`src/rtl/mem_data_access.sv`:
```
// MEM-stage data-access controller: one dbus transaction per load/store, stalls until done.
// Optional MEM_DIFF_SKIP_EN flags completed accesses outside the main RAM window.
module mem_data_access #(
    parameter int                ADDR_W   = 64,
    parameter int                DATA_W   = 64,
    parameter logic [ADDR_W-1:0] RAM_BASE = 64'h8000_0000,
    parameter logic [ADDR_W-1:0] RAM_SIZE = 64'h0800_0000
) (
    input  logic              cpu_clk_50M,
    input  logic              cpu_rst,
    input  logic              mem_req,
    input  logic              mem_we,
    input  logic [ADDR_W-1:0] mem_addr,
    input  logic [1:0]        mem_size,
    input  logic [DATA_W-1:0] mem_wdata,
    input  logic              excep_flush,
    output logic              dbus_req_valid,
    input  logic              dbus_req_ready,
    output logic              dbus_req_we,
    output logic [ADDR_W-1:0] dbus_req_addr,
    output logic [DATA_W-1:0] dbus_req_wdata,
    output logic [7:0]        dbus_req_wstrb,
    input  logic              dbus_resp_valid,
    input  logic [DATA_W-1:0] dbus_resp_data,
    output logic [DATA_W-1:0] mem_dm,
    output logic [7:0]        mem_dre,
    output logic              mem_misalign,
    output logic              data_read_stall,
    output logic              mem2diff_skip
);

    typedef enum logic [1:0] {
        S_IDLE,
        S_REQ,
        S_WAIT,
        S_DONE
    } state_t;

    state_t            r_state;
    state_t            w_state_nx;
    logic              r_abort;
    logic              r_we;
    logic [ADDR_W-1:0] r_addr;
    logic [7:0]        r_mask;
    logic [DATA_W-1:0] r_wdata;
    logic [7:0]        r_wstrb;
    logic [DATA_W-1:0] r_rdata;

    logic [7:0]        w_mask;
    logic [2:0]        w_amask;
    logic              w_misalign;
    logic              w_go;
    logic              w_done;
    logic              w_resp;

    // lane mask and low-address bits that must be zero for natural alignment
    always_comb begin
        w_mask  = 8'h01;
        w_amask = 3'b000;
        unique case (mem_size)
            2'd0: begin w_mask = 8'h01; w_amask = 3'b000; end
            2'd1: begin w_mask = 8'h03; w_amask = 3'b001; end
            2'd2: begin w_mask = 8'h0F; w_amask = 3'b011; end
            2'd3: begin w_mask = 8'hFF; w_amask = 3'b111; end
        endcase
    end

    assign w_misalign = (mem_addr[2:0] & w_amask) != 3'b000;
    assign w_go       = mem_req & ~w_misalign & ~excep_flush;
    assign w_done     = r_state == S_DONE;
    assign w_resp     = (r_state == S_WAIT) & dbus_resp_valid;

    always_ff @(posedge cpu_clk_50M or posedge cpu_rst) begin
        if (cpu_rst) r_state <= S_IDLE;
        else         r_state <= w_state_nx;
    end

    always_comb begin
        w_state_nx = r_state;
        unique case (r_state)
            S_IDLE: if (w_go) w_state_nx = S_REQ;
            S_REQ:  if (dbus_req_ready) w_state_nx = S_WAIT;
            S_WAIT: if (dbus_resp_valid)
                        w_state_nx = (r_abort | excep_flush) ? S_IDLE : S_DONE;
            S_DONE: w_state_nx = S_IDLE;
        endcase
    end

    // a flush mid-transaction lets the bus finish but drops the result
    always_ff @(posedge cpu_clk_50M or posedge cpu_rst) begin
        if (cpu_rst)
            r_abort <= 1'b0;
        else if (w_resp)
            r_abort <= 1'b0;
        else if (excep_flush && (r_state == S_REQ || r_state == S_WAIT))
            r_abort <= 1'b1;
    end

    always_ff @(posedge cpu_clk_50M or posedge cpu_rst) begin
        if (cpu_rst) begin
            r_we    <= 1'b0;
            r_addr  <= '0;
            r_mask  <= '0;
            r_wdata <= '0;
            r_wstrb <= '0;
            r_rdata <= '0;
        end else begin
            if (r_state == S_IDLE && w_go) begin
                r_we    <= mem_we;
                r_addr  <= mem_addr;
                r_mask  <= w_mask;
                r_wdata <= mem_we ? (mem_wdata << {mem_addr[2:0], 3'b000}) : '0;
                r_wstrb <= mem_we ? (w_mask << mem_addr[2:0]) : 8'h00;
            end
            if (w_resp)
                r_rdata <= r_we ? '0 : (dbus_resp_data >> {r_addr[2:0], 3'b000});
        end
    end

    assign dbus_req_valid  = r_state == S_REQ;
    assign dbus_req_we     = r_we;
    assign dbus_req_addr   = {r_addr[ADDR_W-1:3], 3'b000};
    assign dbus_req_wdata  = r_wdata;
    assign dbus_req_wstrb  = r_wstrb;

    assign mem_dm          = w_done ? r_rdata : '0;
    assign mem_dre         = (w_done & ~r_we) ? r_mask : 8'h00;
    assign mem_misalign    = ~cpu_rst & mem_req & w_misalign;
    assign data_read_stall = ~cpu_rst & mem_req & ~w_misalign & ~w_done;

`ifdef MEM_DIFF_SKIP_EN
    assign mem2diff_skip = w_done &
        ((r_addr < RAM_BASE) || (r_addr >= RAM_BASE + RAM_SIZE));
`else
    assign mem2diff_skip = 1'b0;
`endif

endmodule

```
`config.mk`:
```
export PLATFORM = sky130hd
export DESIGN_NAME = mem_data_access
export DESIGN_NICKNAME = d
export VERILOG_FILES = /design/src/rtl/mem_data_access.sv
export SDC_FILE = /design/constraint.sdc
export NUM_CORES = 1
export LEC_CHECK = 0
export BUFFER_PORTS_ARGS = -buffer_cell sky130_fd_sc_hd__buf_2
export CORE_UTILIZATION = 30
export DETAILED_ROUTE_END_ITERATION = 8
export PLACE_DENSITY = 0.53
export RECOVER_POWER = 100
export SLEW_MARGIN = 20
export SYNTH_ARGS = -nofsm -noshare
export SYNTH_HDL_FRONTEND = slang
export SYNTH_SLANG_ARGS = --single-unit
```
`constraint.sdc`:
```
create_clock -name cpu_clk_50M -period 18.9 [get_ports cpu_clk_50M]
set_input_delay 3.78 -clock cpu_clk_50M [delete_from_list [all_inputs] [get_ports cpu_clk_50M]]
set_output_delay 3.78 -clock cpu_clk_50M [all_outputs]
set_load 0.05 [all_outputs]
```
==> flow_summary.toml, run 1 <==
[status]
outcome = "finished with violations"
failed_checks = "capacitance limit, slew limit"

[setup_path]
critPathKind = "in -> out"
path_cells = "clkbuf_1 -> clkinvlp_2 -> and3_1 -> clkbuf_1"
crit_arrival_ns = 8.58
critPathLaunchType = "input pin"
path_max_fanout = 82
cp_slowest_stage_delay_ns = 3.00
crit_top_cell = "clkbuf_1"
cp-startpoint = "cpu_rst"
r2r_start = "r_state[0]$_DFFE_PP0P_"
crit_slowest_cell = "clkinvlp_2"
required_ns = 15.12
worstSetupEndpointType = "primary output"

[synthesis]
synthArstFlopShare = 1.00
syn-cell-area_um2 = 12000
yosysSeqAreaShare = 0.433
synth_cells = 1051
synth-edff-count = 0
ys_types = 52
synth.ff_latch_count = 208
ys.flop_type = "dfrtp_1"
synth_warnings = 0
postSynthAreaPerCell_um2 = 11.4

[power_and_ir_drop]
ir_drop_v = 0.0000683
p_switching_uw = 1170
p_int_uw = 1260
power_frac_seq = 0.311
p_leak_uw = 0.00651
pwr-share-clk = 0.207
p_comb_frac = 0.481
swShare = 0.481
power_density_nw_per_um2 = 170

[drt]
drt-initial-drc-count = 623
drt-total-wl_um = 41900
vias = 9749
ant_nets = 0
met3WireLength_um = 3590
wire_per_inst_um = 22.2
drtPass1Iterations = 5
via_per_inst = 5.16
dr_wl_met2_um = 20300
routed.top_layer = "met5"
wl_met1_um = 16900
drc = 0

[cts]
insertion_delay_ns = 0.54
postCtsHoldBufs = 0
post_cts_buffers = 0
cts-resized-gates = 0
clock-sinks = 208
clk_pin_slew_worst_paths_ns = 0.06
ctsRootBufferMaster = "clkbuf_16"
htreeDepth = 1
cts_tree = "built"
cts_buffer_depth = 3
numCtsBuffers = 26

[place]
hpwl_um = 30400
place_inst = 1835
gp_congestion = 0.859
portBuffers = 409

[die]
die_y_um = 202
initial_core_util = 0.307
io_pins = 414
fp.dieW_um = 202
coreArea_um2 = 39100
row_count = 72
die_area_um2 = 40800

[cells_and_area]
final_core_util = 0.367
mostFrequentLayoutCell = "buf_2"
syn_to_final_growth_pct = 19.4
fin_cells = 1888
mostFrequentLayoutCells = "buf_2 (247), dfrtp_1 (206), clkbuf_1 (175)"
nets = 1550
drive_above_1_share = 0.270

[timing]
final_hold_viol_count = 0
timing.final.max_slew_violations = 533
fmax_ghz = 0.0809
finalCritPeriodShare = 0.654
setup_viol = 0
setup-tns-final_ns = 0
clock_skew_ns = 0.0202
final.min_clock_period_ns = 12.36
rsz0062_at_grt = "false"
max-slew-margin-rel = -1.70
max_slew.worst_pin.slew_ns = 4.03

[grt]
grt_usage = 0.201
grt_antenna_before_repair = 17
grt_pass1_wl_um = 62500
grt_overflow_total = 0
grt_pass1_vias = 9821
grt_max_degree = 83

[job]
cap_violations = 9

[worst_hold_path]
hold_class = "reg -> reg"
hp-start = "r_mask[0]$_DFFE_PP0P_"
## cells by family after synthesis
| kind of cell | count (synthesis) | synth area share |
|---|---|---|
| adders and majority gates | 4 | 0.00417 |
| DFF | 208 | 0.433 |
| other | 1 | 0.000312 |
| buffers and inverters | 175 | 0.0897 |
| and+or+nand+nor | 211 | 0.0904 |
| AOI/OAI and AO/OA | 251 | 0.157 |
| muxes | 201 | 0.225 |
## registers in the layout, indices dropped and copies added, names as in the netlist
name            count
dbus_req_wdata     64
r_addr             64
r_rdata            64
dbus_req_wstrb      8
r_mask              4
r_state             2
dbus_req_we         1
r_abort             1
## final timing paths
path | endpoint | slack, ns | cells past startpoint
setup / recovery | mem_misalign | 6.54 | 4
hold / removal | r_mask[0]$_DFFE_PP0P_ | 0.47 | 1
setup reg to reg | r_addr[59]$_DFFE_PP0P_ | 13.12 | 6
hold reg to reg | r_mask[0]$_DFFE_PP0P_ | 0.47 | 1
max in group asynchronous | r_addr[29]$_DFFE_PP0P_ | 9.57 | 3
min in group asynchronous | r_rdata[61]$_DFFE_PP0P_ | 4.45 | 2
## worst max-delay path: cells and delay by family
family	cells	cell delay [ns]
buf+inv	3	3.46
simple gates	1	1.33
## stage by stage
stage               worst slack, ns  total power, uW  hold slack [ns]  cell area (um2)
floorplan                      6.10             1760            0.425            12000
global placement               9.76             1970            0.443            13800
detailed placement             9.76             1980            0.448            13800
CTS                            9.76             2500            0.463            14700
global route                   5.77             2560            0.496            14300
finish                         6.54             2430            0.466            14300
## layer usage
layer  vias up  track usage
met5         -            0
met4        16       0.0549
met3        69       0.0568
met2       420        0.344
met1      4872        0.247
li1       4372            -
## power by group through the flow
stage,clock network (uW),logic [uW],registers (uW)
floorplan,0,862,900
global placement,0,1220,754
detailed placement,0,1230,759
CTS,521,1230,754
global route,537,1240,787
finish,504,1170,757
## layout make-up
cell class / instances / area [um2]
Clock buffer: 37 / 753
Sequential cell: 208 / 5210
Tap cell: 518 / 648
Antenna cell: 7 / 17.5
Multi-Input combinational cell: 671 / 5630
Fill cell: 4055 / 24800
Inverter: 15 / 57.6
Timing Repair Buffer: 423 / 1920
Clock inverter: 9 / 97.6
## cells in the mapped netlist (14+ instances only)
cell type  instances  area share
a21oi_1           30       0.013
a221o_1           17       0.014
a22o_1            43       0.031
a2bb2oi_1         16       0.012
a32o_1            16       0.013
and2_1            68       0.035
buf_2             36       0.015
buf_4             78       0.049
clkbuf_1          32       0.010
dfrtp_1          208        0.43
inv_1             14      0.0044
mux2_1            59       0.055
mux2_2            14       0.013
mux2i_1           80       0.067
mux4_2            48       0.090
nand2_1           91       0.028
nor2_1            20      0.0063
nor2b_1           14      0.0073
o21ai_0           77       0.032
Power figures use the tool's default switching activity.
==> run 2: changes to the inputs <==
- PLACE_DENSITY: 0.53 -> 0.55
- clock period: 18.9 -> 11.1 ns (I/O delays scaled with it)
==> flow_summary.toml, run 2 (synthesis gave the netlist of run 1 again) <==
[grt]
grt_pass1_wl_um = 59000
grt_pass1_vias = 9421
grt_antenna_before_repair = 3
grt_usage = 0.187
grt_max_degree = 83
grt_overflow_total = 0

[setup_path]
worstSetupEndpointType = "primary output"
regToRegSetupSlack_ns = 5.90
worstReg2RegEnd = "r_rdata[21]$_DFFE_PP0P_"
critPathLaunchType = "input pin"
r2r_start = "r_state[0]$_DFFE_PP0P_"
crit_arrival_ns = 5.13
required_ns = 8.88
reg2reg_depth = 8
critPathKind = "in -> out"
path_max_fanout = 35

[cts]
insertion_delay_ns = 0.54
numCtsBuffers = 26
post_cts_buffers = 0
htreeDepth = 1
clock-sinks = 208
cts_tree = "built"
clk_pin_slew_worst_paths_ns = 0.06
ctsRootBufferMaster = "clkbuf_16"
postCtsHoldBufs = 0
cts-resized-gates = 0
cts_buffer_depth = 3

[cells_and_area]
mostFrequentLayoutCell = "buf_2"
nets = 1550
drive_above_1_share = 0.263
syn_to_final_growth_pct = 19.5
finalInstanceArea_um2 = 14400
mostFrequentLayoutCells = "buf_2 (232), dfrtp_1 (206), clkbuf_1 (183)"

[die]
row_count = 72
fp.dieW_um = 202
die_y_um = 202
die_area_um2 = 40800
io_pins = 414
coreArea_um2 = 39100
initial_core_util = 0.307

[timing]
clock_skew_ns = 0.00789
max_slew.worst_pin.slew_ns = 4.05
rsz0062_at_grt = "false"
finalCritPeriodShare = 0.662
fmax_ghz = 0.136
timing.final.max_slew_violations = 300
final_hold_viol_count = 0
max-slew-margin-rel = -1.70
setup-tns-final_ns = 0
setup_viol = 0
final.min_clock_period_ns = 7.35

[place]
hpwl_um = 28400
gp_congestion = 0.858
place_area_um2 = 13800
portBuffers = 409

[power_and_ir_drop]
p_leak_uw = 0.00650
power_density_nw_per_um2 = 290
total_power_uw = 4160
ir_drop_v = 0.000123

[drt]
drt-total-wl_um = 39300
vias = 9656
drc = 0
ant_nets = 0
wire_per_inst_um = 20.9
via_per_inst = 5.13
drtPass1Iterations = 5
drt-initial-drc-count = 586

[status]
failed_checks = "capacitance limit, slew limit"
outcome = "finished with violations"

[worst_hold_path]
worstHoldPathCells = 1
holdPathEnd = "r_mask[0]$_DFFE_PP0P_"
hp-start = "r_mask[0]$_DFFE_PP0P_"
hold_class = "reg -> reg"

[job]
cap_violations = 5
## run 2: final cells by class
class                      instances  area [um2]
fill                            4055       24700
tap                              518         648
clock buffer                      35         756
clock inverter                    11         136
inverter                          15        63.8
antenna                            3        7.51
timing repair buffer             423        1920
multi-input combinational        671        5610
sequential                       208        5210
## run 2: report_power, final
group | total, uW | internal [uW] | switching, uW | leakage, uW
Clock | 880 | 544 | 336 | 0.000443
Sequential | 1250 | 1070 | 181 | 0.00267
Combinational | 2030 | 561 | 1470 | 0.00339
Total | 4160 | 2180 | 1990 | 0.00650
## run 2: critical path, cell delays in order
cell      delay (ns)
clkbuf_1        1.54
a211oi_1        0.42
nor2_2          0.29
and3_1          0.19
clkbuf_1        0.47
## run 2: routing by layer
layer,share of wire,GRT usage,up-vias
met1,0.42,0.249,4784
met3,0.087,0.0431,57
li1,-,-,4370
met2,0.46,0.299,445
met4,0.025,0.0601,0
met5,0,0,-
## run 2: worst max path at each step
stage                      from            to  cells after the start
finish              mem_addr[2]  mem_misalign                      5
floorplan               cpu_rst  mem_misalign                      2
CTS                 mem_addr[2]  mem_misalign                      5
global placement    mem_addr[2]  mem_misalign                      5
detailed placement  mem_addr[2]  mem_misalign                      5
global route        mem_addr[2]  mem_misalign                      5
## run 2: through the flow
stage	hold slack, ns	instances	util	setup slack [ns]
after floorplan	0.425	1054	-	1.42
after global placement	0.440	1835	0.353	5.16
after detailed placement	0.445	1835	0.353	5.15
after CTS	0.462	1881	0.376	5.15
after global routing	0.493	1883	0.367	3.58
final	0.452	1884	0.367	3.75
